File: config.mk
export PLATFORM = sky130hd
export DESIGN_NAME = i2s_receiver
export DESIGN_NICKNAME = d
export VERILOG_FILES = /design/src/rtl/i2s_receiver.sv
export SDC_FILE = /design/constraint.sdc
export NUM_CORES = 1
export LEC_CHECK = 0
export CAP_MARGIN = 25
export CORE_ASPECT_RATIO = 0.75
export CORE_UTILIZATION = 30
export CTS_CLUSTER_SIZE = 40
export DETAILED_ROUTE_END_ITERATION = 8
export HOLD_SLACK_MARGIN = 0.06
export PLACE_DENSITY_LB_ADDON = 0.08
export SETUP_SLACK_MARGIN = 0.05
export SLEW_MARGIN = 15
export SYNTH_ARGS = -nofsm -noshare
export SYNTH_HDL_FRONTEND = slang
export SYNTH_SLANG_ARGS = --single-unit
File: constraint.sdc
create_clock -name clk -period 4.5 [get_ports clk]
set_input_delay 0.45 -clock clk [delete_from_list [all_inputs] [get_ports clk]]
set_output_delay 0.45 -clock clk [all_outputs]
set_load 0.01 [all_outputs]
File: src/rtl/i2s_receiver.sv
// I2S receiver: samples an external ADC bit stream and presents left/right sample pairs.
// Latency: a pair appears about 4 clk cycles after the bclk edge that ends its right word.
// Backpressure: out_stb holds until out_ack; a pair completing while still unacknowledged is dropped with overrun_out.
module i2s_receiver #(
  parameter int WIDTH     = 24,
  parameter int SCLK_HALF = 6
) (
  input  logic             clk,
  input  logic             rst,
  input  logic             bclk_in,
  input  logic             lrclk_in,
  input  logic             dout_in,
  output logic             sclk_out,
  output logic [WIDTH-1:0] left_out,
  output logic [WIDTH-1:0] right_out,
  output logic             out_stb,
  input  logic             out_ack,
  output logic             overrun_out,
  output logic             frame_err_out
);

  localparam int CW  = $clog2(WIDTH + 1);
  localparam int SCW = (SCLK_HALF > 1) ? $clog2(SCLK_HALF) : 1;
  localparam logic [CW-1:0]  FULL    = CW'(WIDTH);
  localparam logic [SCW-1:0] SC_WRAP = SCW'(SCLK_HALF - 1);

  typedef enum logic [1:0] {HUNT, LEFT, RIGHT} state_t;

  // Synchroniser stages; bclk has one extra stage for edge detection
  logic r_bclk_s1, r_bclk_s2, r_bclk_s3;
  logic r_lr_s1, r_lr_s2;
  logic r_dat_s1, r_dat_s2;

  // Word assembly state
  state_t           r_state;
  logic             r_lr_prev;
  logic [WIDTH-1:0] r_shift;
  logic [CW-1:0]    r_cnt;
  logic [WIDTH-1:0] r_left_hold;
  logic             r_left_vld;
  logic             r_first;     // first word after leaving HUNT may be partial; never flag it

  logic [SCW-1:0]   r_sclk_cnt;

  logic w_bclk_rise;
  logic w_lr_chg;
  logic w_word_end;
  logic w_word_full;
  logic w_pair_done;
  logic w_bad_word;

  assign w_bclk_rise = r_bclk_s2 & ~r_bclk_s3;
  assign w_lr_chg    = r_lr_s2 ^ r_lr_prev;
  assign w_word_end  = w_bclk_rise & w_lr_chg;
  assign w_word_full = (r_cnt == FULL);
  assign w_pair_done = w_word_end & (r_state == RIGHT) & w_word_full & r_left_vld;
  assign w_bad_word  = w_word_end & (r_state != HUNT) & ~w_word_full & ~r_first;

  // Bring the asynchronous I2S lines into the clk domain, all with equal depth
  always_ff @(posedge clk) begin
    if (rst) begin
      r_bclk_s1 <= 1'b0;
      r_bclk_s2 <= 1'b0;
      r_bclk_s3 <= 1'b0;
      r_lr_s1   <= 1'b0;
      r_lr_s2   <= 1'b0;
      r_dat_s1  <= 1'b0;
      r_dat_s2  <= 1'b0;
    end else begin
      r_bclk_s1 <= bclk_in;
      r_bclk_s2 <= r_bclk_s1;
      r_bclk_s3 <= r_bclk_s2;
      r_lr_s1   <= lrclk_in;
      r_lr_s2   <= r_lr_s1;
      r_dat_s1  <= dout_in;
      r_dat_s2  <= r_dat_s1;
    end
  end

  // Free-running ADC system clock, 50% duty at clk/(2*SCLK_HALF)
  always_ff @(posedge clk) begin
    if (rst) begin
      r_sclk_cnt <= '0;
      sclk_out   <= 1'b0;
    end else if (r_sclk_cnt == SC_WRAP) begin
      r_sclk_cnt <= '0;
      sclk_out   <= ~sclk_out;
    end else begin
      r_sclk_cnt <= r_sclk_cnt + SCW'(1);
    end
  end

  // Channel FSM: shift bits on bclk rise, close words on lrclk change (1-bit I2S delay)
  always_ff @(posedge clk) begin
    if (rst) begin
      r_state       <= HUNT;
      r_lr_prev     <= 1'b0;
      r_shift       <= '0;
      r_cnt         <= '0;
      r_left_hold   <= '0;
      r_left_vld    <= 1'b0;
      r_first       <= 1'b0;
      frame_err_out <= 1'b0;
    end else begin
      frame_err_out <= w_bad_word;
      if (w_bclk_rise) begin
        r_lr_prev <= r_lr_s2;
        if (!w_lr_chg) begin
          // Bits beyond WIDTH are slot padding and are ignored
          if (r_cnt < FULL) begin
            r_shift <= {r_shift[WIDTH-2:0], r_dat_s2};
            r_cnt   <= r_cnt + CW'(1);
          end
        end else begin
          r_cnt   <= '0;
          r_shift <= '0;
          unique case (r_state)
            HUNT: begin
              r_state <= r_lr_s2 ? RIGHT : LEFT;
              r_first <= 1'b1;
            end
            LEFT: begin
              r_state <= RIGHT;
              r_first <= 1'b0;
              if (w_word_full) begin
                r_left_hold <= r_shift;
                r_left_vld  <= 1'b1;
              end else begin
                r_left_vld  <= 1'b0;
              end
            end
            RIGHT: begin
              // A left word is paired with at most one right word
              r_state    <= LEFT;
              r_first    <= 1'b0;
              r_left_vld <= 1'b0;
            end
            default: r_state <= HUNT;
          endcase
        end
      end
    end
  end

  // Output holding stage with strobe/ack handshake and overrun detection
  always_ff @(posedge clk) begin
    if (rst) begin
      left_out    <= '0;
      right_out   <= '0;
      out_stb     <= 1'b0;
      overrun_out <= 1'b0;
    end else begin
      overrun_out <= 1'b0;
      if (w_pair_done) begin
        if (!out_stb || out_ack) begin
          left_out  <= r_left_hold;
          right_out <= r_shift;
          out_stb   <= 1'b1;
        end else begin
          overrun_out <= 1'b1;
        end
      end else if (out_stb && out_ack) begin
        out_stb <= 1'b0;
      end
    end
  end

endmodule

# Yosys cells after proc, flatten, opt, wreduce, memory -nomap -nowiden
# Index checks and enable logic that the tools add are counted.
# totals
inputBits	6
wordCells	75
register_bits	120
# classes
add_sub_neg	2
order_cmp	1
bitwise_logic	14
mux	13
eq_ne	5
reduce_logical	19
# op_table
operator	count
$mux 24	2
$mux 5	2
$reduce_bool 2->1	5
$and 1x1->1	8
$reduce_and 2->1	4
$pmux 2 s3	1
$reduce_and 3->1	2
$reduce_or 2->1	3
$add 5x1->5 const B	1
$eq 5x5->1 const B	1
$lt 5x5->1 const B	1
$mux 1	5
$not 1->1	5
$pmux 1 s2	2
$reduce_and 4->1	1
$add 3x1->3 const B	1
$eq 3x3->1 const B	1
$eq 2x1->1 const B	1
$eq 2x2->1 const B	1
$logic_not 2->1	1
$mux 2	1
$ne 2x1->1 const B	1
$logic_and 1x1->1	1
$logic_not 1->1	1
other kinds (2)	2

# Longest topological paths before layout
# logic_depth
ltp_word	8
ltp_mapped	8
depth_no_buf	6

# Worst setup path before layout
# No wires, ideal clock.
# synth_timing
path_kind	reg-to-reg
startpoint	reg r_state[0]
endpoint	reg left_out[1]
required_ns	4.368
setup_ns	0.132
arrival_ns	1.574
stages_incl_launch_ff	8
synth_period_minus_slack_ns	1.707
setup_slack_ns	2.793
cell_sequence	dfxtp_1 inv_1 ha_1 nand2_1 or4_1 buf_2 o21ai_1 a21oi_1
# synth_between
elab_chain_cells	5
# synth_rtl
element	line	source
start, declared	35	state_t r_state;
start signal, assigned	119	r_state <= r_lr_s2 ? RIGHT : LEFT;
$eq 2x2->1	56	assign w_pair_done = w_word_end & (r_state == RIGHT) & w_word_full & r_left_vld;
$and 1x1->1 (3 in series)	56	
$reduce_and 2->1 (no source line)	-	
end signal, assigned	156	left_out <= r_left_hold;
end, declared	14	output logic [WIDTH-1:0] left_out,
# Every way passes these cells.
# A chain may end at the register's enable or synchronous reset.

# Final worst setup path
# layout_timing
startpoint	reg r_state[0]
endpoint	reg left_out[7]
# The elaborated chain is that of the path after synthesis.

==> flow_metrics.py <==
metrics = {
    "synth": {
        "synth_nets": 527,
        "ys_seq_elements": 120,
        "async_flop_share_pct": 0,
        "syn_area_sq_um": 4420,
        "ys.flop_type": "dfxtp_1",
        "syn-instance-count": 513,
        "synth_edf_count": 0,
        "yosysSeqAreaShare_pct": 54.3,
        "ys_warn_count": 0,
        "avgSynthCellArea_sq_um": 8.62,
        "ys_types": 33,
    },
    "route": {
        "first_pass_iters": 4,
        "postRouteAntennaNets": 0,
        "vias": 3640,
        "wl_met3_um": 354,
        "drc": 0,
        "top_layer_used": "met4",
        "wl_um": 11200,
        "dr_wl_met2_um": 4610,
        "vias_per_cell": 4.75,
        "wl_met1_um": 6180,
        "drt-initial-drc-count": 225,
        "wl_per_cell_um": 14.7,
    },
    "clock_tree": {
        "postCtsSetupRepairBufs": 0,
        "cts_inserted_buffers": 17,
        "cts_hold_buffers": 0,
        "clkSinkCount": 120,
        "clock_latency_ns": 0.40,
        "clk_pin_slew_ns": 0.05,
        "clk_path_buf_depth": 2,
        "h-tree-depth": 4,
        "cts-root-buf": "clkbuf_16",
        "cts_resized": 0,
        "cts_tree": "done",
    },
    "floorplan": {
        "die_width_um": 142,
        "dieArea_sq_um": 15200,
        "io_pins": 58,
        "die_y_um": 107,
        "rows": 38,
        "start_util_pct": 30.7,
        "coreArea_sq_um": 14400,
    },
    "placement": {
        "dp.cells": 730,
        "dp_hpwl_um": 6730,
        "gp_congestion": 0.718,
        "place_ws_ns": 1.90,
        "io_buffers": 57,
        "place_area_sq_um": 5140,
    },
    "setup_path": {
        "worstRegToRegCells": 7,
        "timing.rr.end": "left_out[7]",
        "path_cells": "inv_1, ha_1, nand2_1, or4_2, buf_12, o21ai_1, a21oi_1",
        "crit_buf_inv": 2,
        "required_ns": 4.74,
        "r2r-start": "r_state[0]",
        "arrival_ns": 2.61,
        "cp-startpoint": "r_state[0]",
        "worstSetupStartpointType": "register",
        "rrSetupSlack_ns": 2.13,
        "critPathMaxStageDelay_ns": 0.96,
        "worst_setup_path_end_kind": "register",
        "slowest_stage": "or4_2",
        "worstSetupPathType": "reg2reg",
        "cp_max_fo": 32,
        "critPathTopFamily": "simple AND/OR/NAND/NOR gates",
    },
    "global_route": {
        "overflow": 0,
        "grt_max_degree": 82,
        "antenna_found_initial": 0,
        "grt_pass1_wl_um": 18500,
        "grt_pass1_vias": 3518,
        "grt_usage_pct": 15.8,
    },
    "timing": {
        "slew_viol_final": 0,
        "fin_skew_ns": 0.0106,
        "setup-tns-final_ns": 0,
        "timing.final.ws_setup_ns": 2.13,
        "hold_viol": 0,
        "slew_headroom_pct": 36.0,
        "fmax_mhz": 422,
        "fin_hold_ws_ns": 0.427,
        "setup_violations": 0,
        "rsz0062_at_grt": "false",
        "worst_slew_pin_slew_ns": 0.960,
        "post-route-min-period_ns": 2.37,
        "finalCritPeriodShare_pct": 52.7,
    },
    "power_and_ir_drop": {
        "peakVddDrop_uv": 267,
        "p_leak_nw": 1.91,
        "power.density_nw_per_um2": 416,
    },
    "run": {
        "maxCapViolCount": 0,
    },
    "layout": {
        "fin_nets": 567,
        "syn_to_final_growth_pct": 30.3,
        "n_fill_cell": 1454,
        "fin_cells": 766,
        "drive_gt1_share_pct": 7.60,
        "antenna_cells": 0,
        "fin_area_sq_um": 5760,
    },
    "hold_path": {
        "hp-class": "reg2reg",
        "min_from": "r_first",
        "min_to": "frame_err_out",
        "holdPathStages": 1,
    },
    "status": {
        "outcome": "finished clean",
    },
}
-- power breakdown --
part	internal, W	leakage (nW)	switching (W)
registers	0.00107	0.968	0.00000403
logic	0.0000152	0.660	0.0000343
clock network	0.000821	0.277	0.000455
-- worst register-to-register path, stage by stage (launching register included) --
cell and delay, ns:
dfxtp_1 0.35, inv_1 0.11, ha_1 0.17, nand2_1 0.10
or4_2 0.96, buf_12 0.29, o21ai_1 0.15, a21oi_1 0.08
-- per-layer routing --
metal  track usage, %  vias up
li1                 -     1874
met1             22.7     1704
met2             22.3       53
met3             4.38        9
met4             5.15        0
met5                0        -
-- synthesized netlist by cell type, types with 4 or more instances --
cell type    n  area (sq um)
dfxtp_1    120          2400
a21oi_1     78           390
nand2_1     57           214
nand3_1     50           250
o21ai_1     49           245
nor2_1      34           128
clkbuf_1    29           109
a22oi_1     25           188
buf_2       10          50.1
nor2b_1     10          62.6
ha_1         8           100
inv_1        6          22.5
buf_1        4          15.0
nand2b_1     4          25.0
-- sequential cells by signal, summed over array words and instances, names as in the netlist, 2 cells and up --
register / cells
r_cnt: 5
r_sclk_cnt: 3
r_state: 2
left_out: 24
r_shift: 24
r_left_hold: 24
right_out: 24
-- cell usage in the layout (no fill, tap or decap), drive strengths merged --
master         synthesis  final
clkdlybuf4s50          0     56
xor2                   3      3
and4                   1      1
o211ai                 1      1
clkinvlp               0      1
dfxtp                120    120
ha                     8      8
bufinv                 0      2
a22oi                 25     25
or4                    2      2
nand2                 57     57
clkinv                 0      7
and4b                  1      1
nand2b                 4      4
nand3                 50     50
a221oi                 1      1
nand4b                 2      2
nor4                   2      2
o21ai                 52     52
nor3                   1      1
mux2i                  1      1
and3                   2      2
nor2                  34     34
nor2b                 10     10
xnor2                  2      2
a21oi                 78     78
buf                   16     10
a31oi                  1      1
clkbuf                29     22
nand4                  1      1
a211oi                 1      1
or3                    2      2
inv                    6      6
-- worst max path at each step --
stage,end,slack [ns],cells past startpoint
after floorplan,left_out[1],2.79,7
after global placement,right_out[4],1.97,7
after detailed placement,left_out[2],1.90,7
after CTS,right_out[6],1.89,7
after global routing,left_out[15],1.99,7
final,left_out[7],2.13,7
-- cells by family after synthesis --
| family | after synthesis | share of synthesized area, % |
|---|---|---|
| buffers and inverters | 51 | 4.78 |
| XOR/XNOR | 5 | 0.991 |
| AND/OR/NAND/NOR | 169 | 17.8 |
| flip-flops | 120 | 54.3 |
| adder cells (fa/ha/maj) | 8 | 2.26 |
| AO/OA/AOI/OAI | 159 | 19.6 |
| multiplexers | 1 | 0.226 |
-- final cells by class --
type / count / area [sq um] / share of cell area (%)
sequential: 120 / 2400 / 41.7
multi-input combinational: 342 / 1830 / 31.8
timing repair buffer: 66 / 699 / 12.1
clock buffer: 22 / 454 / 7.88
tap: 200 / 250 / 4.34
clock inverter: 10 / 103 / 1.78
inverter: 6 / 22.5 / 0.391
-- through the flow --
stage               total power [W]  utilization [%]
floorplan                   0.00113                -
global placement            0.00114             35.4
detailed placement          0.00115             35.7
CTS                         0.00243             39.5
global route                0.00248             40.0
finish                      0.00240             40.0
Note: power is estimated with default switching activity, not from simulation.
